$ cat src/rtl/serializer_pkg.sv
// Shared types and constants for the protobuf serializer host interface.
// Holds the read-slave FSM state encoding, AXI response codes, the register
// map of the read side and fixed bus widths.
package serializer_pkg;

  localparam int ID_W    = 4;
  localparam int ADDR_W  = 16;
  localparam int DATA_W  = 32;
  localparam int LEN_W   = 8;
  localparam int COUNT_W = 10;

  typedef enum logic [1:0] {
    INIT     = 2'd0,
    AR_READY = 2'd1,
    R_LOAD   = 2'd2,
    R_VALID  = 2'd3
  } state_e;

  localparam logic [1:0] RESP_OKAY   = 2'b00;
  localparam logic [1:0] RESP_SLVERR = 2'b10;
  localparam logic [1:0] RESP_DECERR = 2'b11;

  localparam logic [ADDR_W-1:0] ADDR_STATUS = 16'h0000;
  localparam logic [ADDR_W-1:0] ADDR_DATA   = 16'h0001;

  localparam logic [2:0] SIZE_32 = 3'b010;

endpackage

$ cat src/rtl/fsm_1_if.sv
// Read-side bundle of the serializer: AXI4 AR/R channels of slave port s0
// plus the show-ahead serialized-output FIFO read port.
// slave modport = the read FSM; master modport = interconnect + FIFO side.
interface fsm_1_if;
  import serializer_pkg::*;

  // AR channel
  logic [ID_W-1:0]    axs_s0_arid;
  logic [ADDR_W-1:0]  axs_s0_araddr;
  logic [LEN_W-1:0]   axs_s0_arlen;
  logic [2:0]         axs_s0_arsize;
  logic [1:0]         axs_s0_arburst;
  logic               axs_s0_arvalid;
  logic               axs_s0_arready;

  // R channel
  logic [ID_W-1:0]    axs_s0_rid;
  logic [DATA_W-1:0]  axs_s0_rdata;
  logic [1:0]         axs_s0_rresp;
  logic               axs_s0_rlast;
  logic               axs_s0_rvalid;
  logic               axs_s0_rready;

  // Serialized-output FIFO read port
  logic               out_fifo_empty;
  logic [DATA_W-1:0]  out_fifo_rdata;
  logic [COUNT_W-1:0] out_fifo_used;
  logic               out_fifo_pop;

  modport slave (
    input  axs_s0_arid, axs_s0_araddr, axs_s0_arlen, axs_s0_arsize,
    input  axs_s0_arburst, axs_s0_arvalid,
    output axs_s0_arready,
    output axs_s0_rid, axs_s0_rdata, axs_s0_rresp, axs_s0_rlast, axs_s0_rvalid,
    input  axs_s0_rready,
    input  out_fifo_empty, out_fifo_rdata, out_fifo_used,
    output out_fifo_pop
  );

  modport master (
    output axs_s0_arid, axs_s0_araddr, axs_s0_arlen, axs_s0_arsize,
    output axs_s0_arburst, axs_s0_arvalid,
    input  axs_s0_arready,
    input  axs_s0_rid, axs_s0_rdata, axs_s0_rresp, axs_s0_rlast, axs_s0_rvalid,
    output axs_s0_rready,
    output out_fifo_empty, out_fifo_rdata, out_fifo_used,
    input  out_fifo_pop
  );

endinterface

$ cat src/rtl/fsm_1.sv
// AXI4 read-channel slave: serves status (FIFO fill count) and serialized
//   output words from the output FIFO in bursts of arlen+1 beats.
// Latency: AR handshake at edge N -> first rvalid after edge N+1; one beat
//   per 2 cycles. Backpressure: R beat held stable until rready; arready is
//   low for the whole burst; an empty FIFO yields SLVERR beats, never stalls.
// Ports: clk, reset (async active-low), bus (fsm_1_if.slave: AR/R + FIFO).
module fsm_1
  import serializer_pkg::*;
(
  input  logic   clk,
  input  logic   reset,
  fsm_1_if.slave bus
);

  state_e             state_q, state_d;
  logic [ID_W-1:0]    rid_q, rid_d;
  logic [ADDR_W-1:0]  addr_q, addr_d;
  logic [LEN_W-1:0]   len_q, len_d;
  logic [2:0]         size_q, size_d;
  logic [LEN_W-1:0]   beat_q, beat_d;
  logic [DATA_W-1:0]  rdata_q, rdata_d;
  logic [1:0]         rresp_q, rresp_d;
  logic               rlast_q, rlast_d;
  logic               rvalid_q, rvalid_d;

  logic               arready;
  logic               fifo_pop;

  // Burst type is accepted but irrelevant: every beat of a data burst reads
  // the FIFO head regardless of INCR/FIXED/WRAP.
  logic               unused_arburst;
  assign unused_arburst = ^bus.axs_s0_arburst;

  // ---------------------------------------------------------------------
  // State register
  // ---------------------------------------------------------------------
  always_ff @(posedge clk or negedge reset) begin
    if (!reset) begin
      state_q  <= INIT;
      rid_q    <= '0;
      addr_q   <= '0;
      len_q    <= '0;
      size_q   <= '0;
      beat_q   <= '0;
      rdata_q  <= '0;
      rresp_q  <= RESP_OKAY;
      rlast_q  <= 1'b0;
      rvalid_q <= 1'b0;
    end else begin
      state_q  <= state_d;
      rid_q    <= rid_d;
      addr_q   <= addr_d;
      len_q    <= len_d;
      size_q   <= size_d;
      beat_q   <= beat_d;
      rdata_q  <= rdata_d;
      rresp_q  <= rresp_d;
      rlast_q  <= rlast_d;
      rvalid_q <= rvalid_d;
    end
  end

  // ---------------------------------------------------------------------
  // Next state, beat decode and combinational outputs
  // ---------------------------------------------------------------------
  always_comb begin
    state_d  = state_q;
    rid_d    = rid_q;
    addr_d   = addr_q;
    len_d    = len_q;
    size_d   = size_q;
    beat_d   = beat_q;
    rdata_d  = rdata_q;
    rresp_d  = rresp_q;
    rlast_d  = rlast_q;
    rvalid_d = rvalid_q;
    arready  = 1'b0;
    fifo_pop = 1'b0;

    unique case (state_q)
      INIT: begin
        state_d = AR_READY;
      end

      AR_READY: begin
        arready = 1'b1;
        if (bus.axs_s0_arvalid) begin
          rid_d   = bus.axs_s0_arid;
          addr_d  = bus.axs_s0_araddr;
          len_d   = bus.axs_s0_arlen;
          size_d  = bus.axs_s0_arsize;
          beat_d  = '0;
          state_d = R_LOAD;
        end
      end

      R_LOAD: begin
        // Each beat is classified on its own, so a data burst that drains
        // the FIFO part-way turns into SLVERR beats instead of stalling.
        if (size_q != SIZE_32) begin
          rdata_d = '0;
          rresp_d = RESP_SLVERR;
        end else if (addr_q == ADDR_DATA) begin
          if (!bus.out_fifo_empty) begin
            fifo_pop = 1'b1;
            rdata_d  = bus.out_fifo_rdata;
            rresp_d  = RESP_OKAY;
          end else begin
            rdata_d  = '0;
            rresp_d  = RESP_SLVERR;
          end
        end else if (addr_q == ADDR_STATUS) begin
          rdata_d = {{(DATA_W-COUNT_W){1'b0}}, bus.out_fifo_used};
          rresp_d = RESP_OKAY;
        end else begin
          rdata_d = '0;
          rresp_d = RESP_DECERR;
        end
        rlast_d  = (beat_q == len_q);
        rvalid_d = 1'b1;
        state_d  = R_VALID;
      end

      R_VALID: begin
        if (bus.axs_s0_rready) begin
          rvalid_d = 1'b0;
          if (rlast_q) begin
            state_d = AR_READY;
          end else begin
            // rlast flags beat==arlen, so the counter cannot pass 255 here.
            beat_d  = beat_q + 8'd1;
            state_d = R_LOAD;
          end
        end
      end

      default: begin
        state_d = INIT;
      end
    endcase
  end

  assign bus.axs_s0_arready = arready;
  assign bus.axs_s0_rid     = rid_q;
  assign bus.axs_s0_rdata   = rdata_q;
  assign bus.axs_s0_rresp   = rresp_q;
  assign bus.axs_s0_rlast   = rlast_q;
  assign bus.axs_s0_rvalid  = rvalid_q;
  assign bus.out_fifo_pop   = fifo_pop;

endmodule

$ cat src/flat_wrapper.sv
// flat-port wrapper written by rule: the top's interface ports become plain ports
module fsm_1_flat import serializer_pkg::*;
  (clk, reset, bus_axs_s0_arid, bus_axs_s0_araddr, bus_axs_s0_arlen, bus_axs_s0_arsize, bus_axs_s0_arburst, bus_axs_s0_arvalid, bus_axs_s0_arready, bus_axs_s0_rid, bus_axs_s0_rdata, bus_axs_s0_rresp, bus_axs_s0_rlast, bus_axs_s0_rvalid, bus_axs_s0_rready, bus_out_fifo_empty, bus_out_fifo_rdata, bus_out_fifo_used, bus_out_fifo_pop);
  fsm_1_if bus_i ();
  input  logic clk;
  input  logic reset;
  input wire logic [$bits(bus_i.axs_s0_arid)-1:0] bus_axs_s0_arid;
  input wire logic [$bits(bus_i.axs_s0_araddr)-1:0] bus_axs_s0_araddr;
  input wire logic [$bits(bus_i.axs_s0_arlen)-1:0] bus_axs_s0_arlen;
  input wire logic [$bits(bus_i.axs_s0_arsize)-1:0] bus_axs_s0_arsize;
  input wire logic [$bits(bus_i.axs_s0_arburst)-1:0] bus_axs_s0_arburst;
  input wire logic [$bits(bus_i.axs_s0_arvalid)-1:0] bus_axs_s0_arvalid;
  output wire logic [$bits(bus_i.axs_s0_arready)-1:0] bus_axs_s0_arready;
  output wire logic [$bits(bus_i.axs_s0_rid)-1:0] bus_axs_s0_rid;
  output wire logic [$bits(bus_i.axs_s0_rdata)-1:0] bus_axs_s0_rdata;
  output wire logic [$bits(bus_i.axs_s0_rresp)-1:0] bus_axs_s0_rresp;
  output wire logic [$bits(bus_i.axs_s0_rlast)-1:0] bus_axs_s0_rlast;
  output wire logic [$bits(bus_i.axs_s0_rvalid)-1:0] bus_axs_s0_rvalid;
  input wire logic [$bits(bus_i.axs_s0_rready)-1:0] bus_axs_s0_rready;
  input wire logic [$bits(bus_i.out_fifo_empty)-1:0] bus_out_fifo_empty;
  input wire logic [$bits(bus_i.out_fifo_rdata)-1:0] bus_out_fifo_rdata;
  input wire logic [$bits(bus_i.out_fifo_used)-1:0] bus_out_fifo_used;
  output wire logic [$bits(bus_i.out_fifo_pop)-1:0] bus_out_fifo_pop;
  assign bus_i.axs_s0_arid = bus_axs_s0_arid;
  assign bus_i.axs_s0_araddr = bus_axs_s0_araddr;
  assign bus_i.axs_s0_arlen = bus_axs_s0_arlen;
  assign bus_i.axs_s0_arsize = bus_axs_s0_arsize;
  assign bus_i.axs_s0_arburst = bus_axs_s0_arburst;
  assign bus_i.axs_s0_arvalid = bus_axs_s0_arvalid;
  assign bus_axs_s0_arready = bus_i.axs_s0_arready;
  assign bus_axs_s0_rid = bus_i.axs_s0_rid;
  assign bus_axs_s0_rdata = bus_i.axs_s0_rdata;
  assign bus_axs_s0_rresp = bus_i.axs_s0_rresp;
  assign bus_axs_s0_rlast = bus_i.axs_s0_rlast;
  assign bus_axs_s0_rvalid = bus_i.axs_s0_rvalid;
  assign bus_i.axs_s0_rready = bus_axs_s0_rready;
  assign bus_i.out_fifo_empty = bus_out_fifo_empty;
  assign bus_i.out_fifo_rdata = bus_out_fifo_rdata;
  assign bus_i.out_fifo_used = bus_out_fifo_used;
  assign bus_out_fifo_pop = bus_i.out_fifo_pop;
  fsm_1 u_core (.clk(clk), .reset(reset), .bus(bus_i));
endmodule
$ cat config.mk
export PLATFORM = sky130hd
export DESIGN_NAME = fsm_1_flat
export DESIGN_NICKNAME = d
export VERILOG_FILES = /design/src/rtl/serializer_pkg.sv /design/src/rtl/fsm_1_if.sv /design/src/rtl/fsm_1.sv /design/src/flat_wrapper.sv
export SDC_FILE = /design/constraint.sdc
export NUM_CORES = 1
export LEC_CHECK = 0
export ABC_AREA = 1
export CORE_ASPECT_RATIO = 2
export CORE_MARGIN = 2
export CORE_UTILIZATION = 41
export CTS_CLUSTER_DIAMETER = 100
export CTS_CLUSTER_SIZE = 20
export DETAILED_ROUTE_END_ITERATION = 10
export GPL_ROUTABILITY_DRIVEN = 0
export PLACE_DENSITY = 0.79
export SYNTH_ARGS = -nofsm -noshare
export SYNTH_HDL_FRONTEND = slang
export SYNTH_SLANG_ARGS = --single-unit
$ cat constraint.sdc
create_clock -name clk -period 1.3 [get_ports clk]
set_input_delay 0.26 -clock clk [delete_from_list [all_inputs] [get_ports clk]]
set_output_delay 0.26 -clock clk [all_outputs]
set_load 0.005 [all_outputs]
======== After elaboration in Yosys (flattened, before gate mapping) ========
Index checks and enable logic that the tools add are counted.
storage, ports and cells
  bits in registers ....................... 77
  input bits .............................. 80
  output and inout bits ................... 42
  word-level logic and storage cells ...... 51
operators by class
  $add $sub $neg .......................... 1
  eq/ne operators ......................... 9
  muxes and demuxes ....................... 23
  reduce and logical (&&, ||, !) cells .... 8
operator list
  kind                 number
  $mux 32              3
  $mux 8               3
  $eq 16x1->1 const B  1
  $logic_not 16->1     1
  $pmux 8 s2           1
  $mux 2               7
  $mux 10              1
  $add 8x1->8 const B  1
  $eq 8x8->1           1
  $pmux 2 s4           1
  $mux 1               6
  $ne 2x2->1 const B   3
  $reduce_and 2->1     3
  $eq 2x2->1 const B   2
  $reduce_and 4->1     1
  $reduce_bool 2->1    2
  $ne 3x2->1 const B   1
  $eq 2x1->1 const B   1
  $logic_not 2->1      1
  $pmux 1 s2           1

======== Longest topological paths before layout ========
  word-level depth ........................ 4
  depth in mapped cells ................... 9
  mapped depth without buffers ............ 9

======== Worst setup path after synthesis ========
OpenSTA, ideal clock, no wires.
  path type ............................... register to register
  from .................................... reg u_core.state_q[0]
  to ...................................... reg u_core.addr_q[10]
  library setup time ...................... 0.125 ns
  arrival ................................. 1.177 ns
  required time ........................... 1.175 ns
  path slack .............................. -0.002 ns
  stages on the path, launching flop included .. 7
  buffers on the path ..................... 2
  clock period less this slack ............ 1.302 ns
  cell sequence ........................... dfrtp_1 > inv_2 > nor2_4 > nand2_2 > buf_6 > buf_6 > mux2_4
on the way
  word-level cells in the longest chain between the ends .. 2
RTL lines
  what                               RTL line     RTL
  start: declaration                 fsm_1.sv:15  state_e state_q, state_d;
  start signal: assignment           fsm_1.sv:50  state_q <= state_d;
  $eq 2x1->1                         fsm_1.sv:80  unique case (state_q)
  $reduce_and 2->1 (no source line)  --
  end signal: assignment             fsm_1.sv:52  addr_q <= addr_d;
  end: declaration                   fsm_1.sv:17  logic [ADDR_W-1:0] addr_q, addr_d;
Every way passes these cells.
A chain may end at the register's enable or synchronous reset.

======== Final worst setup path ========
  from .................................... reg u_core.state_q[0]
  to ...................................... out bus_out_fifo_pop
on the way
  word-level cells in the longest chain between the ends .. 2
RTL lines
  what              RTL line            RTL
  $eq 2x2->1        fsm_1.sv:80
  $mux 1            fsm_1.sv:80
  end: declaration  flat_wrapper.sv:23  output wire logic [$bits(bus_i.out_fifo_pop)-1:0] bus_out_fifo_pop;
Every way passes these cells.

==> results.py <==
metrics = {
    "sta": {
        "setup_violations": 75,
        "max-slew-margin-rel_pct": 78.7,
        "rsz0062_at_grt": "true",
        "clock_skew_ns": 0.00848,
        "period_needed_ns": 1.60,
        "layout_setup_ws_ns": -0.300,
        "drv_slew": 0,
        "worstMarginPinSlew_ns": 0.320,
        "period_share_pct": 123,
        "hold_violations": 0,
        "setup_tns_ns": -15.41,
        "fmax_mhz": 625,
    },
    "logic_synthesis": {
        "synth-async-reset-ratio_pct": 100,
        "ys_seq_elements": 77,
        "yosysWarningCount": 0,
        "ys_seq_area_share_pct": 55.9,
        "synth_area_per_cell_sq_um": 9.40,
        "synthDistinctLibCells": 28,
        "synth_area_sq_mm": 0.00345,
        "synth_edf_count": 0,
        "synth_cells": 367,
        "synth_top_flop_cell": "dfrtp_1",
        "synth_nets": 448,
    },
    "routing": {
        "final_antenna_net_count": 0,
        "viasPerCell": 5.06,
        "drt_iter0_markers": 265,
        "route.detailed.drc": 0,
        "drt_pass1_iterations": 4,
        "routed_wl_mm": 9.75,
        "vias": 3175,
        "wl_per_cell_um": 15.5,
    },
    "place": {
        "detailed_place_hpwl_mm": 6.49,
        "dp.cells": 594,
        "portBuffers": 119,
    },
    "critical_path": {
        "slowest_delay_ns": 0.41,
        "crit_chain": "nor2_4, nand3_4, nor2_4, and3_1, buf_2",
        "cp_common_cell": "nor2_4",
        "path_class": "reg2out",
        "slowest_stage": "dfrtp_1",
        "required_ns": 1.04,
        "critPathArrivalTime_ns": 1.34,
        "path_delay_family": "simple AND/OR/NAND/NOR gates",
        "start_kind": "flop",
        "crit_fanout": 3,
        "cp-end-kind": "primary output",
        "path_buf_inv": 1,
    },
    "finish": {
        "fin_cells": 627,
        "finalNetCount": 606,
        "mostFrequentLayoutCells": "nand2_1, dfrtp_1, clkdlybuf4s50_1, nand3_1, dlygate4sd2_1",
        "layout-drive-gt1-share_pct": 19.8,
        "antennaDiodeCount": 0,
        "area.growth.synth_to_final_pct": 62.0,
        "layout_commonest_cell": "nand2_1",
    },
    "global_route": {
        "use_met3_pct": 4.73,
        "grt_pass1_vias": 3214,
        "met1_usage_pct": 24.5,
        "grt_pass1_wl_mm": 15.4,
        "met2_usage_pct": 40.3,
        "grt_overflow": 0,
        "grt_max_degree": 33,
        "grt_util_all_layers_pct": 22.8,
        "antenna_found_initial": 0,
        "busiest_layer": "met2",
    },
    "floorplanning": {
        "fp.dieW_um": 68.9,
        "core_area_sq_mm": 0.00823,
        "fp.dieH_um": 134,
        "rows": 47,
        "boundaryPins": 122,
        "initial_core_util_pct": 41.9,
        "die-area_sq_mm": 0.00921,
    },
    "power": {
        "max-vdd-ir-drop_mv": 1.51,
        "leakage_nw": 2.82,
        "power_density_mw_per_mm2": 1670,
    },
    "clocking": {
        "cts_tree": "built",
        "cts_buffers": 9,
        "clk_latency_ns": 0.34,
        "cts-htree-levels": 3,
        "clk_pin_slew_ns": 0.06,
        "cts.path.max_buffers": 2,
        "cts.sinks": 77,
        "cts.root.buffer_cell": "clkbuf_16",
    },
    "status": {
        "status": "finished, violations left",
        "violations": "negative setup slack",
    },
    "run": {
        "cap_violations": 0,
    },
    "worst_hold_path": {
        "min-delay-path-class": "in2async",
    },
}
==> synth_stat cells (2+ instances only) <==
library cell / count / share of area, %
clkbuf_1: 2 / 0.22
dfrtp_1: 77 / 56
buf_2: 9 / 1.3
nand2_1: 98 / 11
nor2_1: 24 / 2.6
o21ai_0: 8 / 1.2
clkinv_1: 2 / 0.22
nand3_1: 65 / 9.4
buf_6: 3 / 0.98
nor3_1: 4 / 0.58
mux2_4: 7 / 3.0
inv_2: 4 / 0.44
nor2_2: 2 / 0.36
a21oi_1: 7 / 1.0
xnor2_1: 3 / 0.76
mux2_2: 18 / 5.9
inv_1: 18 / 2.0
nand4_1: 5 / 0.91
nor2_4: 2 / 0.65
==> layer usage <==
layer / vias up / part of all wire, %
li1: 1517 / -
met1: 1510 / 35
met2: 125 / 57
met3: 23 / 5.2
met4: 0 / 3.2
met5: - / 0
==> worst paths after layout <==
check                                       startpoint                          end  slack, ns  cells past startpoint
min reg2reg                u_core.bus.axs_s0_rdata[28]  u_core.bus.axs_s0_rdata[28]       0.47                      2
min in group clk           u_core.bus.axs_s0_rdata[28]  u_core.bus.axs_s0_rdata[28]       0.47                      2
max                                  u_core.state_q[0]             bus_out_fifo_pop      -0.30                      5
max reg2reg                          u_core.state_q[0]            u_core.addr_q[10]      -0.27                      6
min                                              reset     u_core.bus.axs_s0_rvalid       0.36                      2
max in group asynchronous                        reset     u_core.bus.axs_s0_rid[0]       0.45                      3
==> cell type report <==
| cell class | instances | area [sq um] |
|---|---|---|
| well taps | 98 | 123 |
| flip-flops and latches | 77 | 1930 |
| clock buffers | 11 | 243 |
| multi-input cells | 251 | 1400 |
| clock inverters | 4 | 72.6 |
| fillers | 651 | 2640 |
| inverters | 24 | 96.3 |
| repair buffers | 162 | 1730 |
==> power breakdown <==
| group | total, mW | internal (mW) | switching, mW |
|---|---|---|---|
| registers | 3.32 | 2.97 | 0.353 |
| logic | 3.39 | 1.91 | 1.48 |
| clock network | 2.64 | 1.72 | 0.925 |
| total | 9.36 | 6.60 | 2.76 |
==> registers in the layout, indices dropped and copies added (netlist names) <==
name and flops:
u_core.addr_q 16, u_core.beat_q 8, u_core.bus.axs_s0_rdata 32, u_core.bus.axs_s0_rid 4, u_core.bus.axs_s0_rlast 1, u_core.bus.axs_s0_rresp 2, u_core.bus.axs_s0_rvalid 1, u_core.len_q 8
u_core.size_q 3, u_core.state_q 2
==> logic make-up (layout without fill, tap and decap cells) <==
family	Yosys count	count (layout)	synth area share, %
AO/OA/AOI/OAI	18	18	2.76
buffers and inverters	39	201	5.33
multiplexers	25	25	8.92
flip-flops	77	77	55.9
XOR/XNOR	4	4	1.02
adder cells (fa/ha/maj)	1	1	0.363
AND/OR/NAND/NOR	203	203	25.8
==> timing repair <==
item	4_1_cts	5_1_grt
setup buffers	6	3
resized for setup	63	11
cloned	7	1
pin swaps	5	8
setup endpoints to repair	107	76
endpoints found under the hold margin	20	0
hold buffers	1	0
==> per-stage QoR <==
step	hold WS, ns	cell area (sq um)	power, mW	worst slack [ns]	utilization, %
after floorplan	-0.0356	3450	4.89	0.000655	-
after global placement	0.176	4930	5.97	-0.468	59.9
after detailed placement	0.176	4930	6.08	-0.487	59.9
after CTS	0.372	5540	9.26	-0.339	67.3
after global routing	0.391	5590	9.88	-0.383	67.9
final	0.361	5590	9.36	-0.300	67.9
Power figures use the tool's default switching activity.
